[config.mk]
export PLATFORM = sky130hd
export DESIGN_NAME = img_pxl_st_src
export DESIGN_NICKNAME = d
export VERILOG_FILES = /design/src/rtl/img_rsz_pkg.sv /design/src/rtl/pxl_st_fifo.sv /design/src/rtl/img_pxl_st_src.sv
export SDC_FILE = /design/constraint.sdc
export NUM_CORES = 1
export LEC_CHECK = 0
export ABC_AREA = 1
export ABC_CLOCK_PERIOD_IN_PS = 5700
export CORE_AREA = 2 2 160 162
export DETAILED_ROUTE_END_ITERATION = 16
export DIE_AREA = 0 0 162 164
export SLEW_MARGIN = 5
export SYNTH_ARGS = -nofsm -noshare
export SYNTH_HDL_FRONTEND = slang
export SYNTH_SLANG_ARGS = --single-unit
[constraint.sdc]
create_clock -name Clk -period 5.7 [get_ports Clk]
set_clock_uncertainty 0.05 [all_clocks]
set_input_delay 1.425 -clock Clk [delete_from_list [all_inputs] [get_ports Clk]]
set_output_delay 1.425 -clock Clk [all_outputs]
set_load 0.02 [all_outputs]
[src/rtl/img_rsz_pkg.sv]
// Types and constants shared by the pixel-stream source and the resizer.
package img_rsz_pkg;

  typedef enum logic {
    ST_IDLE = 1'b0,
    ST_RUN  = 1'b1
  } pxl_st_state_e;

  localparam int PXL_ST_FIFO_DEPTH = 4;

endpackage

[src/rtl/pxl_st_fifo.sv]
// Small synchronous FIFO buffering frame-memory read data ahead of the pixel output.
module pxl_st_fifo
  import img_rsz_pkg::*;
#(
  parameter int DATA_W = 8,
  parameter int DEPTH  = PXL_ST_FIFO_DEPTH
) (
  input  logic                             Clk,
  input  logic                             Reset,
  input  logic                             push_i,
  input  logic [DATA_W-1:0]                push_data_i,
  input  logic                             pop_i,
  output logic [DATA_W-1:0]                head_o,
  output logic                             empty_o,
  output logic [$clog2(DEPTH+1)-1:0]       count_o
);

  localparam int PTR_W = $clog2(DEPTH);
  localparam int CNT_W = $clog2(DEPTH + 1);

  logic [DATA_W-1:0] mem_q [DEPTH];
  logic [PTR_W-1:0]  wr_ptr_q, wr_ptr_d;
  logic [PTR_W-1:0]  rd_ptr_q, rd_ptr_d;
  logic [CNT_W-1:0]  cnt_q, cnt_d;
  logic              push_ok, pop_ok;

  // Pointers wrap naturally, so DEPTH is expected to be a power of two.
  always_comb begin
    pop_ok   = pop_i && (cnt_q != '0);
    push_ok  = push_i && ((cnt_q != CNT_W'(DEPTH)) || pop_ok);
    wr_ptr_d = wr_ptr_q + PTR_W'(push_ok);
    rd_ptr_d = rd_ptr_q + PTR_W'(pop_ok);
    cnt_d    = cnt_q + CNT_W'(push_ok) - CNT_W'(pop_ok);
  end

  always_ff @(posedge Clk) begin
    if (push_ok) begin
      mem_q[wr_ptr_q] <= push_data_i;
    end
  end

  always_ff @(posedge Clk) begin
    if (Reset) begin
      wr_ptr_q <= '0;
      rd_ptr_q <= '0;
      cnt_q    <= '0;
    end else begin
      wr_ptr_q <= wr_ptr_d;
      rd_ptr_q <= rd_ptr_d;
      cnt_q    <= cnt_d;
    end
  end

  assign head_o  = mem_q[rd_ptr_q];
  assign empty_o = (cnt_q == '0);
  assign count_o = cnt_q;

endmodule

[src/rtl/img_pxl_st_src.sv]
// Pixel-stream source: reads a stored frame in raster order and streams it with X/Y
// coordinates over a valid/ready interface, keeping at most FIFO-depth reads outstanding.
module img_pxl_st_src
  import img_rsz_pkg::*;
#(
  parameter int IMG_WIDTH_MAX_SIZE  = 1024,
  parameter int IMG_HEIGHT_MAX_SIZE = 1024,
  parameter int IMG_WIDTH_IDX_W     = $clog2(IMG_WIDTH_MAX_SIZE),
  parameter int IMG_HEIGHT_IDX_W    = $clog2(IMG_HEIGHT_MAX_SIZE),
  parameter int PXL_PRIM_COLOR_NUM  = 1,
  parameter int PXL_PRIM_COLOR_W    = 8,
  parameter int MEM_ADDR_W          = IMG_WIDTH_IDX_W + IMG_HEIGHT_IDX_W
) (
  input  logic                                         Clk,
  input  logic                                         Reset,
  input  logic                                         StartVld,
  output logic                                         StartRdy,
  input  logic [IMG_WIDTH_IDX_W-1:0]                   ImgWidth,
  input  logic [IMG_HEIGHT_IDX_W-1:0]                  ImgHeight,
  output logic                                         MemRdEn,
  output logic [MEM_ADDR_W-1:0]                        MemRdAddr,
  input  logic [PXL_PRIM_COLOR_NUM*PXL_PRIM_COLOR_W-1:0] MemRdData,
  output logic [PXL_PRIM_COLOR_W-1:0]                  PxlData [PXL_PRIM_COLOR_NUM],
  output logic [IMG_WIDTH_IDX_W-1:0]                   PxlX,
  output logic [IMG_HEIGHT_IDX_W-1:0]                  PxlY,
  output logic [IMG_WIDTH_IDX_W-1:0]                   StImgWidth,
  output logic [IMG_HEIGHT_IDX_W-1:0]                  StImgHeight,
  output logic                                         PxlVld,
  input  logic                                         PxlRdy,
  output logic                                         Done
);

  localparam int PXL_W = PXL_PRIM_COLOR_NUM * PXL_PRIM_COLOR_W;
  localparam int CNT_W = $clog2(PXL_ST_FIFO_DEPTH + 1);

  pxl_st_state_e               state_q, state_d;
  logic [IMG_WIDTH_IDX_W-1:0]  width_q, width_d, x_q, x_d;
  logic [IMG_HEIGHT_IDX_W-1:0] height_q, height_d, y_q, y_d;
  logic [MEM_ADDR_W-1:0]       total_q, total_d, rd_addr_q, rd_addr_d;
  logic                        inflight_q, done_q, done_d;
  logic                        start_hs, zero_size, pxl_hs, last_x, last_pxl, rd_en;
  logic [CNT_W-1:0]            fifo_cnt, occ;
  logic                        fifo_empty;
  logic [PXL_W-1:0]            fifo_head;

  assign start_hs  = StartVld && StartRdy;
  assign zero_size = (ImgWidth == '0) || (ImgHeight == '0);
  assign pxl_hs    = PxlVld && PxlRdy;
  assign last_x    = (x_q == width_q - IMG_WIDTH_IDX_W'(1));
  assign last_pxl  = last_x && (y_q == height_q - IMG_HEIGHT_IDX_W'(1));
  // Occupancy is taken at the start of the cycle; a pop in the same cycle earns no credit.
  assign occ       = fifo_cnt + CNT_W'(inflight_q);

  always_ff @(posedge Clk) begin
    if (Reset) begin
      state_q <= ST_IDLE;
    end else begin
      state_q <= state_d;
    end
  end

  always_comb begin
    state_d = state_q;
    case (state_q)
      ST_IDLE: if (start_hs && !zero_size) state_d = ST_RUN;
      ST_RUN:  if (pxl_hs && last_pxl)     state_d = ST_IDLE;
    endcase
  end

  always_comb begin
    StartRdy = (state_q == ST_IDLE);
    rd_en    = (state_q == ST_RUN) && (occ < CNT_W'(PXL_ST_FIFO_DEPTH)) &&
               (rd_addr_q < total_q);
  end

  always_comb begin
    width_d   = width_q;
    height_d  = height_q;
    total_d   = total_q;
    rd_addr_d = rd_addr_q;
    x_d       = x_q;
    y_d       = y_q;
    done_d    = 1'b0;
    if (start_hs) begin
      width_d   = ImgWidth;
      height_d  = ImgHeight;
      total_d   = MEM_ADDR_W'(ImgWidth) * MEM_ADDR_W'(ImgHeight);
      rd_addr_d = '0;
      x_d       = '0;
      y_d       = '0;
      done_d    = zero_size;
    end else begin
      if (rd_en) rd_addr_d = rd_addr_q + MEM_ADDR_W'(1);
      if (pxl_hs) begin
        if (last_x) begin
          x_d = '0;
          y_d = y_q + IMG_HEIGHT_IDX_W'(1);
        end else begin
          x_d = x_q + IMG_WIDTH_IDX_W'(1);
        end
      end
      done_d = pxl_hs && last_pxl;
    end
  end

  always_ff @(posedge Clk) begin
    if (Reset) begin
      width_q    <= '0;
      height_q   <= '0;
      total_q    <= '0;
      rd_addr_q  <= '0;
      x_q        <= '0;
      y_q        <= '0;
      inflight_q <= 1'b0;
      done_q     <= 1'b0;
    end else begin
      width_q    <= width_d;
      height_q   <= height_d;
      total_q    <= total_d;
      rd_addr_q  <= rd_addr_d;
      x_q        <= x_d;
      y_q        <= y_d;
      inflight_q <= rd_en;
      done_q     <= done_d;
    end
  end

  // Read data lands one cycle after issue and is pushed unconditionally; the
  // issue throttle guarantees the FIFO has room for it.
  pxl_st_fifo #(
    .DATA_W (PXL_W),
    .DEPTH  (PXL_ST_FIFO_DEPTH)
  ) u_fifo (
    .Clk         (Clk),
    .Reset       (Reset),
    .push_i      (inflight_q),
    .push_data_i (MemRdData),
    .pop_i       (pxl_hs),
    .head_o      (fifo_head),
    .empty_o     (fifo_empty),
    .count_o     (fifo_cnt)
  );

  always_comb begin
    for (int c = 0; c < PXL_PRIM_COLOR_NUM; c++) begin
      PxlData[c] = PxlVld ? fifo_head[c*PXL_PRIM_COLOR_W +: PXL_PRIM_COLOR_W] : '0;
    end
  end

  assign PxlVld      = !fifo_empty;
  assign MemRdEn     = rd_en;
  assign MemRdAddr   = rd_addr_q;
  assign PxlX        = x_q;
  assign PxlY        = y_q;
  assign StImgWidth  = width_q;
  assign StImgHeight = height_q;
  assign Done        = done_q;

endmodule

==> summary.md <==
| Metric | Value |
|---|---|
| Clock Path Buffers | 2 |
| Pre-antenna DRT Iters | 5 |
| Clock power share | 0.226 |
| ANT nets after route | 0 |
| Sequential share of the synthesized area | 0.2810 |
| Final hold violation count | 0 |
| Cts hold-fix bufs | 0 |
| Wire per inst | 13.58 um |
| Synth area leaders | dfxtp_1 18%, fa_1 13%, nand2_1 13% |
| DP Worst Slack | -0.7482 ns |
| Largest net degree at the start of global routing | 47 |
| Worst Setup SP | ImgWidth[5] |
| Post-synth cell types | 39 |
| Initial Util | 0.3962 |
| DP Wirelength | 20,050 um |
| Final Slew Violations | 0 |
| Worst-Skew Late Latency | 0.43 ns |
| Synth Register Bits | 122 |
| First-pass GRT wire length | 42,150 um |
| Finished Layout Cells | 1,853 |
| Final setup vio count | 0 |
| Placed Instances | 1,815 |
| Die width | 162 um |
| FF-to-FF setup slack | 3.14 ns |
| # clock sinks | 122 |
| Input/output buffers | 103 |
| N_diodes | 0 |
| Residual DRC | 0 |
| Met3 WL post-DR | 816 um |
| Worst endpoint required time | 5.93 ns |
| Commonest cells after routing, fill and taps aside | 333 x nand2_1, 236 x inv_1, 121 x nor2_1 |
| Tcrit/Tclk final | 0.9705 |
| TritonCTS clock tree | yes |
| Die Area | 0.02657 mm2 |
| Comb pwr share | 0.556 |
| Final GP Congestion | 0.8725 |
| Final design instance area without fill | 0.01242 mm2 |
| Via/cell ratio | 4.785 |
| Row cnt | 58 |
| Maxcap violations | 0 |
| Setup crit start kind | input port |
| Int Power | 2.789 mW |
| CP arrival | 5.77 ns |
| Fraction of layout cells with a size suffix above 1 | 0.1090 |
| Setup ws final | 0.1680 ns |
| Peak Freq | 180.8 MHz |
| Top cell type's share of synthesized area | 0.1832 |
| Yosys synthesis warning count | 0 |
| GR Util All Layers | 0.1963 |
| Worst-margin pin slew | 0.8076 ns |
| Placed cell areas | 0.01172 mm2 |
| Clock root buffer | clkbuf_16 |
| Vias in the first global route | 8,598 |
| Sequential share of power | 0.217 |
| Synthesized Nets | 1,520 |
| Fillers | 2,448 |
| Reg-to-Reg Start | state_q$_SDFF_PP0_ |
| Slew margin rel. | 0.4608 |
| Pwr Density | 382.0 mW/mm2 |
| Worst vdd ir | 0.2307 mV |
| Syn Area/Cell | 7.327 um2 |
| Metal-1 WL | 11,700 um |
| Routed Wire Length | 25,160 um |
| Via Count | 8,867 |
| Hold Path Class | reg -> reg |
| Met2 Routed Length | 12,230 um |
| Leak | 6.105 nW |
| DR top layer | met4 |
| CP Max Fanout | 4 |
| Net count, final | 1,688 |
| CP endpoint | total_q[10]$_SDFFE_PP0P_ |
| Num ports | 104 |
| CP Capture Type | flop |
| Initial antenna violation count | 0 |
| Vert. Die Dim | 164 um |
| CP Class | in -> reg |
| Most common cell after layout, fill and taps aside | nand2_1 |
| Core ar. | 0.02482 mm2 |
| Area Growth Syn to Fin | 26.28% |
| R2R depth | 6 |
| Synth Instances | 1,342 |
| Drt first-iter violations | 527 |
| Cell taking the most area after synthesis | dfxtp_1 |
| Unrepaired setup endpoints after global routing | true |
| Status | finished clean |
| Reg2reg end | total_q[9]$_SDFFE_PP0P_ |
| H-tree Lvls | 4 |
| Switch share | 0.4121 |
| Post-synthesis cell area | 0.009833 mm2 |
| Global route overflow | 0 |
| Clock-pin transition on the worst setup and hold timing paths | 0.06 ns |
| TritonCTS Buffers | 17 |
| Psw | 1.955 mW |
| Tmin final | 5.532 ns |
-- cell type report --
class                           instances  area [um2]  area share
Sequential cell                       122        2763      0.2225
Clock inverter                         15       153.9     0.01239
Inverter                              247       927.1     0.07467
Tap cell                              330       412.9     0.03325
Clock buffer                           17       425.4     0.03426
Multi-Input combinational cell        932        6071      0.4889
Timing Repair Buffer                  190        1664      0.1340
-- worst max-delay path: stages --
cell,delay [ns]
dlygate4sd2_1,0.25
buf_4,0.15
nand2_2,0.06
inv_2,0.04
fa_1,0.51
inv_1,0.06
fa_1,0.48
inv_1,0.05
fa_1,0.50
fa_1,0.53
inv_2,0.04
fa_1,0.52
inv_2,0.05
ha_4,0.28
nand2_1,0.06
inv_2,0.07
nand3_2,0.06
o21ai_2,0.24
buf_4,0.16
a21oi_1,0.05
o21ai_1,0.11
o21ai_1,0.08
-- how the worst min path moves through the flow --
stage	startpoint	end	slack [ns]	depth (start not counted)
6_report	total_q[12]$_SDFFE_PP0P_	total_q[12]$_SDFFE_PP0P_	0.42	2
5_1_grt	total_q[10]$_SDFFE_PP0P_	total_q[10]$_SDFFE_PP0P_	0.46	2
4_1_cts	total_q[12]$_SDFFE_PP0P_	total_q[12]$_SDFFE_PP0P_	0.43	2
3_5_place_dp	total_q[12]$_SDFFE_PP0P_	total_q[12]$_SDFFE_PP0P_	0.42	2
3_3_place_gp	total_q[12]$_SDFFE_PP0P_	total_q[12]$_SDFFE_PP0P_	0.41	2
2_1_floorplan	total_q[12]$_SDFFE_PP0P_	total_q[12]$_SDFFE_PP0P_	0.38	2
-- power by group through the flow --
stage | clock, mW | combinational (mW) | sequential [mW]
after global routing | 1.13 | 2.99 | 1.04
after detailed placement | 0 | 2.47 | 1.05
after global placement | 0 | 2.47 | 1.05
after CTS | 1.09 | 2.56 | 1.03
final | 1.07 | 2.64 | 1.03
after floorplan | 0 | 1.49 | 1.03
-- Yosys cell counts --
| master | count |
|---|---|
| a211oi_1 | 1 |
| a21boi_0 | 1 |
| a21o_1 | 3 |
| a21oi_1 | 73 |
| a21oi_2 | 2 |
| a22o_1 | 4 |
| a31oi_1 | 4 |
| buf_2 | 2 |
| buf_4 | 2 |
| buf_6 | 1 |
| clkbuf_1 | 36 |
| clkinv_1 | 1 |
| dfxtp_1 | 90 |
| edfxtp_1 | 32 |
| fa_1 | 63 |
| ha_1 | 83 |
| inv_1 | 240 |
| inv_2 | 6 |
| nand2_1 | 336 |
| nand2_2 | 4 |
| nand3_1 | 57 |
| nand3_2 | 3 |
| nand3b_1 | 1 |
| nand4_1 | 18 |
| nor2_1 | 123 |
| nor2_2 | 2 |
| nor2_4 | 2 |
| nor3_1 | 22 |
| nor3b_1 | 4 |
| nor4_1 | 5 |
| o21a_1 | 2 |
| o21ai_0 | 59 |
| o21ai_1 | 1 |
| o21bai_1 | 5 |
| o22ai_1 | 8 |
| o31ai_1 | 1 |
| or2_2 | 1 |
| xnor2_1 | 19 |
| xor2_1 | 25 |
-- cell families after synthesis --
logic type	count (synthesis)	share of synthesized area
buffers and inverters	288	0.1117
adder cells (fa/ha/maj)	146	0.2339
XOR/XNOR	44	0.03919
flip-flops	122	0.2810
AO/OA/AOI/OAI	164	0.09060
AND/OR/NAND/NOR	578	0.2437
-- stage by stage --
step | hold WS [ns] | power (mW) | setup TNS (ns) | utilization
finish | 0.4206 | 4.743 | 0 | 0.5003
global placement | 0.4073 | 3.513 | -7.873 | 0.4721
global route | 0.4559 | 5.160 | -0.07926 | 0.5003
detailed placement | 0.4156 | 3.520 | -8.383 | 0.4721
CTS | 0.4255 | 4.681 | 0 | 0.4981
floorplan | 0.3758 | 2.526 | -0.02497 | -
-- state kept, by name (all words and copies together) (netlist names) --
| name | cells |
|---|---|
| u_fifo.rd_ptr_q | 2 |
| u_fifo.wr_ptr_q | 2 |
| u_fifo.count_o | 3 |
| StImgHeight | 10 |
| state_q | 1 |
| u_fifo.mem_q | 32 |
| total_q | 20 |
| inflight_q | 1 |
| StImgWidth | 10 |
| MemRdAddr | 20 |
| Done | 1 |
| PxlY | 10 |
| PxlX | 10 |
-- routing by layer --
metal | global-route usage | vias to the layer above
met2 | 0.3397 | 151
met1 | 0.2571 | 4128
li1 | - | 4554
met4 | 0.05591 | 0
met5 | 0 | -
met3 | 0.02677 | 34
-- what timing repair did --
item,in CTS,in global routing
resized for setup,30,33
setup buffers,5,1
endpoints found under the setup margin,13,11
pin swaps,7,9
No activity file was read; power rests on OpenSTA's default activity.
